$ cat src/rtl/clk_div_ctrl.sv
`default_nettype none
// +----------------------------------------------------------------------------+
// | clk_div_ctrl: glitch-safe reprogramming sequencer for a clock divider      |
// | Revision: 1.0                                                              |
// +----------------------------------------------------------------------------+
module clk_div_ctrl #(
  parameter int unsigned DIV_WIDTH     = 4,
  parameter int unsigned RESET_DIV     = 4,
  parameter int unsigned GATE_CYCLES   = 2,
  parameter int unsigned RESET_CYCLES  = 2,
  parameter int unsigned SETTLE_CYCLES = 4
) (
  input  logic                 clk_i,
  input  logic                 arst_i,
  input  logic [DIV_WIDTH-1:0] req_div_i,
  input  logic                 req_valid_i,
  output logic                 req_ready_o,
  output logic [DIV_WIDTH-1:0] div_o,
  output logic                 div_arst_no,
  output logic                 gate_en_o,
  output logic                 busy_o,
  output logic                 done_o
);

  localparam int unsigned c_max_gr  = (GATE_CYCLES > RESET_CYCLES) ? GATE_CYCLES : RESET_CYCLES;
  localparam int unsigned c_max_cyc = (c_max_gr > SETTLE_CYCLES) ? c_max_gr : SETTLE_CYCLES;
  localparam int unsigned c_cnt_w   = $clog2(c_max_cyc) + 1;

  localparam logic [c_cnt_w-1:0]   c_gate_ld   = c_cnt_w'(GATE_CYCLES - 1);
  localparam logic [c_cnt_w-1:0]   c_reset_ld  = c_cnt_w'(RESET_CYCLES - 1);
  localparam logic [c_cnt_w-1:0]   c_settle_ld = c_cnt_w'(SETTLE_CYCLES - 1);
  localparam logic [DIV_WIDTH-1:0] c_reset_div = DIV_WIDTH'(RESET_DIV);

  typedef enum logic [1:0] {
    ST_RST    = 2'd0,
    ST_SETTLE = 2'd1,
    ST_RUN    = 2'd2,
    ST_GATE   = 2'd3
  } state_t;

  state_t               r_state;
  logic [c_cnt_w-1:0]   r_cnt;
  logic [DIV_WIDTH-1:0] r_div;
  logic [DIV_WIDTH-1:0] r_pend;
  logic                 r_req_act;
  logic                 r_div_arst_n;
  logic                 r_gate_en;
  logic                 r_busy;
  logic                 r_ready;
  logic                 r_done;

  wire w_cnt_zero = (r_cnt == '0);
  wire w_accept   = req_valid_i & r_ready;

  always_ff @(posedge clk_i or posedge arst_i) begin
    if (arst_i) begin
      r_state      <= ST_RST;
      r_cnt        <= c_reset_ld;
      r_div        <= c_reset_div;
      r_pend       <= c_reset_div;
      r_req_act    <= 1'b0;
      r_div_arst_n <= 1'b0;
      r_gate_en    <= 1'b0;
      r_busy       <= 1'b1;
      r_ready      <= 1'b0;
      r_done       <= 1'b0;
    end else begin
      r_done <= 1'b0;
      case (r_state)
        ST_RST: begin
          if (w_cnt_zero) begin
            r_state      <= ST_SETTLE;
            r_cnt        <= c_settle_ld;
            r_div_arst_n <= 1'b1;
          end else begin
            r_cnt <= r_cnt - 1'b1;
          end
        end
        ST_SETTLE: begin
          if (w_cnt_zero) begin
            // Power-on settling never sets r_req_act, so no done pulse for it.
            r_state   <= ST_RUN;
            r_gate_en <= 1'b1;
            r_busy    <= 1'b0;
            r_ready   <= 1'b1;
            r_done    <= r_req_act;
            r_req_act <= 1'b0;
          end else begin
            r_cnt <= r_cnt - 1'b1;
          end
        end
        ST_RUN: begin
          if (w_accept) begin
            r_pend <= req_div_i;
            if (req_div_i == r_div) begin
              r_done <= 1'b1;
            end else begin
              r_state   <= ST_GATE;
              r_cnt     <= c_gate_ld;
              r_gate_en <= 1'b0;
              r_busy    <= 1'b1;
              r_ready   <= 1'b0;
              r_req_act <= 1'b1;
            end
          end
        end
        ST_GATE: begin
          if (w_cnt_zero) begin
            // The divide value only moves while the divider is held in reset.
            r_div        <= r_pend;
            r_state      <= ST_RST;
            r_cnt        <= c_reset_ld;
            r_div_arst_n <= 1'b0;
          end else begin
            r_cnt <= r_cnt - 1'b1;
          end
        end
        default: begin
          r_state      <= ST_RST;
          r_cnt        <= c_reset_ld;
          r_div_arst_n <= 1'b0;
          r_gate_en    <= 1'b0;
          r_busy       <= 1'b1;
          r_ready      <= 1'b0;
        end
      endcase
    end
  end

  assign req_ready_o = r_ready;
  assign div_o       = r_div;
  assign div_arst_no = r_div_arst_n;
  assign gate_en_o   = r_gate_en;
  assign busy_o      = r_busy;
  assign done_o      = r_done;

endmodule
`default_nettype wire

$ cat config.mk
export PLATFORM = sky130hd
export DESIGN_NAME = clk_div_ctrl
export DESIGN_NICKNAME = d
export VERILOG_FILES = /design/src/rtl/clk_div_ctrl.sv
export SDC_FILE = /design/constraint.sdc
export NUM_CORES = 1
export LEC_CHECK = 0
export ABC_AREA = 0
export BUFFER_PORTS_ARGS = -buffer_cell sky130_fd_sc_hd__buf_2
export CAP_MARGIN = 20
export CORE_ASPECT_RATIO = 0.7
export CORE_UTILIZATION = 40
export CTS_CLUSTER_DIAMETER = 30
export CTS_CLUSTER_SIZE = 12
export DETAILED_ROUTE_END_ITERATION = 8
export GPL_TIMING_DRIVEN = 0
export PLACE_DENSITY = 0.68
export RECOVER_POWER = 25
export SYNTH_ARGS = -nofsm -noshare
export SYNTH_HDL_FRONTEND = slang
export SYNTH_SLANG_ARGS = --single-unit
$ cat constraint.sdc
create_clock -name clk_i -period 4.95 [get_ports clk_i]
set_input_delay 0.2475 -clock clk_i [delete_from_list [all_inputs] [get_ports clk_i]]
set_output_delay 0.2475 -clock clk_i [all_outputs]
set_load 0.05 [all_outputs]
# Yosys cells after proc, flatten, opt, wreduce, memory -nomap -nowiden
# Cells that the tools add are included.
# totals
out_inout_bits	9
wordCells	56
regBits	18
# classes
eq_ne	10
n_mux	25
bitwise	1
reduce_logical	10
addsub	1
# ops
op	count
$mux W3	5
$ne A2 B2 Y1 const B	6
$pmux W3 S4	1
$mux W2	5
$mux W1	9
$pmux W1 S2	4
$pmux W2 S4	1
$reduce_and A3 Y1	2
$reduce_and A5 Y1	1
$eq A2 B2 Y1 const B	2
$eq A4 B4 Y1	1
$reduce_and A2 Y1	2
$reduce_and A4 Y1	1
$reduce_bool A2 Y1	2
$logic_not A3 Y1	1
$sub A3 B1 Y3 const B	1
$eq A2 B1 Y1 const B	1
$logic_not A2 Y1	1
$and A1 B1 Y1	1

# Longest topological paths before layout
# depth
ltp_word	4
mapped_depth	6
mapped_depth_nobuf	6

# Worst setup path after synthesis
# Ideal clock, no wire load.
# synth_timing
path_type	reg2reg
start	reg r_div[1] (netlist: div_o[1])
end	reg r_done (netlist: done_o)
setup_time_ns	0.069
arrival_ns	1.772
stages_incl_launch_ff	6
setup_slack_ns	3.109
n_path_buf	1
cell_sequence	dfrtp_1 xor2_1 or4_1 buf_2 o2bb2a_4 nor2b_2
# synth_between
elab_chain_len	4
# synth_lines
item	line	text
start, declared	43	logic [DIV_WIDTH-1:0] r_div;
start signal, assigned	59	r_div <= c_reset_div;
start signal, assigned	110	r_div <= r_pend;
$eq A4 B4 Y1	95	if (req_div_i == r_div) begin
$mux W1	95	
$mux W1	93	if (w_accept) begin
$pmux W1 S2	69	case (r_state)
end signal, assigned	86	r_done <= r_req_act;
end, declared	50	logic r_done;
# Every way passes these cells.
# A chain may end at the register's enable or synchronous reset.

# Final worst setup path
# layout_timing
start	reg r_cnt[0]
end	reg r_state[1]
# layout_between
elab_chain_len	3
word_cells_on_any_way	5
# layout_lines
item	line	text
start, declared	42	logic [c_cnt_w-1:0] r_cnt;
start signal, assigned	58	r_cnt <= c_reset_ld;
start signal, assigned	73	r_cnt <= c_settle_ld;
start signal, assigned	76	r_cnt <= r_cnt - 1'b1;
$logic_not A3 Y1 (*)	52	wire w_cnt_zero = (r_cnt == '0);
$ne A2 B2 Y1 (no line)	--	
$reduce_and A5 Y1 (no line) (*)	--	
end signal, assigned	57	r_state <= ST_RST;
end signal, assigned	72	r_state <= ST_SETTLE;
end signal, assigned	82	r_state <= ST_RUN;
end, declared	41	state_t r_state;
# Mark *: on every way between the ends. The rest lies on a longest branch, timed or not.

==> flow_summary.json <==
{
  "status": "finished, final reports clean",
  "buffer_ports.inserted": 15,
  "grt_pass1_vias": 702,
  "h-tree-depth": 1,
  "horiz_die_dim_um": 61.3,
  "fp.dieArea_um2": 2670,
  "core-area_um2": 2240,
  "synth_cell_types": 30,
  "cell_area_synth_um2": 985,
  "worst_path_dominant_cell_family": "simple AND/OR/NAND/NOR gates",
  "net_total_in_the_final_layout": 121,
  "num_rows": 14,
  "path_cells": "inv_1 -> ha_1 -> nor2b_1 -> nor2_1 -> a21oi_1 -> mux2_1",
  "synth_warnings": 0,
  "cts.clk_slew.worst_paths_ps": 100,
  "worst_setup_path_end_kind": "flip-flop",
  "synthesis.instances": 87,
  "max_cap_viol_count": 0,
  "p_clk_frac": 0.104,
  "drtAntennaViolNets": 0,
  "final.setup_skew_ps": 3.59,
  "ir_drop_uv": 429,
  "internal_power_mw": 0.461,
  "cp.arrival_ps": 2020,
  "ff2ff_path_depth": 6,
  "crit_path_top_delay_cell": "dfstp_2",
  "tritoncts.num_buffers": 3,
  "grt_first_pass_wirelength_um": 3330,
  "static-leakage-power_nw": 0.516,
  "synth_top_area_cell": "dfrtp_1",
  "setup_violations": 0,
  "rrSetupSlack_ps": 3120,
  "area_growth_pct": 15.4,
  "worst_slew_pin_slew_ps": 683,
  "final.setup.tns_ps": 0,
  "synth_top_area_share": 0.356,
  "hold_viol": 0,
  "worst_slack_ps": 3120,
  "switching_power_summed_over_all_nets_mw": 0.407,
  "layout.cells.non_filler": 138,
  "final_layout_size_suffix_gt1_frac": 0.349,
  "cts_resized": 0,
  "bufs_on_longest_clock_path": 2,
  "cts_setup_buffers": 0,
  "seq_area_frac_synth": 0.463,
  "fillerInstances": 221,
  "gp_congestion": 0.787,
  "critical_path_buf_inv_count": 1,
  "detail_route.wirelength_um": 1970,
  "drcViolationCount": 0,
  "switching_share": 0.469,
  "seqPwrFrac": 0.323,
  "comb_power_share": 0.573,
  "max_slew_margin": 0.544,
  "setup_repair_after_global_routing_missed_its_margin": "false",
  "finalCritPeriodShare": 0.370,
  "hp-class": "input port to asynchronous set/reset pin",
  "antenna_found_initial": 0,
  "synth_nets": 101,
  "grt_start_max_net_pins": 19,
  "critPathRequiredTime_ps": 5140,
  "die_height_um": 43.5,
  "power_density_nw_per_um2": 764,
  "start_util": 0.439,
  "hpwlAfterDp_um": 1490,
  "tritoncts": "built",
  "layout.core_utilization": 0.507,
  "final-max-slew-violation-count": 0,
  "layout_commonest_cell": "buf_2",
  "worst-setup-path-type": "flip-flop to flip-flop",
  "final_cell_mix": "buf_2, dfrtp_1, a21oi_1, mux2_2, ha_1",
  "ys_ff_latch": 18,
  "globalRoute.totalOverflow": 0,
  "clock_sink_count": 18,
  "firstDrtPassIters": 4,
  "final_period_minus_worst_setup_slack_ps": 1830,
  "clock.fmax_mhz": 546,
  "mean_area_per_synthesized_cell_um2": 11.3,
  "drt_iter0_markers": 9,
  "viasPerCell": 5.28,
  "crit_fanout": 6,
  "synth_area_leaders": "dfrtp_1, dfstp_2, mux2_2",
  "post-place-cells": 134,
  "detailedPlace.worstSlack_ps": 3140,
  "clk-insertion-delay-late_ps": 300,
  "gr-usage-all-layers": 0.178,
  "crit_path_start_kind": "flip-flop",
  "routed_vias": 729,
  "timing.critical_path.slowest_cell_delay_ps": 390,
  "routedWlPerCell_um": 14.3,
  "worst-path-stages": 6,
  "insertedDiodeCount": 0,
  "cts_root_buffer": "clkbuf_4",
  "ctsHoldBuffers": 0,
  "num_io_pins": 16
}
path summary, 6_finish.rpt:
kind                                   start     endpoint
max in group asynchronous             arst_i  req_ready_o
worst max register to register      r_cnt[0]   r_state[1]
worst min-delay path                  arst_i   r_state[0]
worst max-delay path                r_cnt[0]   r_state[1]
min in group clk_i              req_div_i[0]    r_pend[0]
worst min register to register      r_cnt[1]     r_cnt[1]
worst reg2reg max path: stages, from the launching register on:
cell and delay, ps:
dfstp_2 390, inv_1 80, ha_1 180, nor2b_1 380, nor2_1 120, a21oi_1 240
mux2_1 350
power by group through the flow:
stage	sequential (mW)	combinational (mW)	clock [mW]
6_report	0.280	0.498	0.0901
5_1_grt	0.289	0.545	0.100
4_1_cts	0.280	0.500	0.0940
3_5_place_dp	0.283	0.497	0
3_3_place_gp	0.277	0.482	0
2_1_floorplan	0.373	0.296	0
stage by stage:
step / hold slack, ps / cell area (µm²) / total power [mW]
finish: 32.9 / 1140 / 0.868
global route: 85.0 / 1140 / 0.935
CTS: 53.2 / 1140 / 0.874
detailed placement: 394 / 1100 / 0.780
global placement: 370 / 1100 / 0.759
floorplan: 183 / 985 / 0.669
per-layer routing:
layer,up-vias,GRT usage,wire [µm]
met1,351,0.257,1020
met2,21,0.243,806
met4,0,0.0500,25
met3,6,0.0746,115
met5,-,0,0
li1,351,-,-
cell usage after synthesis:
cell and n:
dfrtp_1 14, a21oi_1 9, mux2_2 8, ha_1 7, inv_1 6, dfstp_2 4
nand2_1 4, xor2_1 4, nor2_1 3, o2bb2ai_1 3, a31oi_1 2, and2_1 2
clkbuf_1 2, nor3_1 2, o22a_1 2, a211oi_1 1, a41oi_1 1, buf_2 1
buf_4 1, mux2_1 1, nand2b_1 1, nand3_1 1, nor2b_1 1, nor2b_2 1
nor4_1 1, o2bb2a_4 1, o32a_1 1, o41ai_2 1, or4_1 1, or4b_2 1
cell families after synthesis:
family,Yosys count,share of synthesized area
xor gates and xnor gates,4,0.0356
adders and majority gates,7,0.0889
DFF,18,0.463
and+or+nand+nor,18,0.100
muxes,9,0.103
AOI/OAI and AO/OA,21,0.166
buffers and inverters,10,0.0432
cell type report:
type,count,area [µm²],share of cell area
multi-input combinational,59,487,0.428
sequential,18,455,0.401
timing repair buffer,15,75.1,0.0661
tap,32,40.0,0.0352
clock buffer,4,36.3,0.0319
inverter,6,22.5,0.0198
buffer,4,20.0,0.0176
flip-flops by register name, summed over array words and instances, names as in the netlist:
| name | count |
|---|---|
| busy_o | 1 |
| r_state | 2 |
| r_cnt | 3 |
| r_pend | 4 |
| div_o | 4 |
| r_req_act | 1 |
| div_arst_no | 1 |
| req_ready_o | 1 |
| done_o | 1 |
Note: power is estimated with default switching activity, not from simulation.
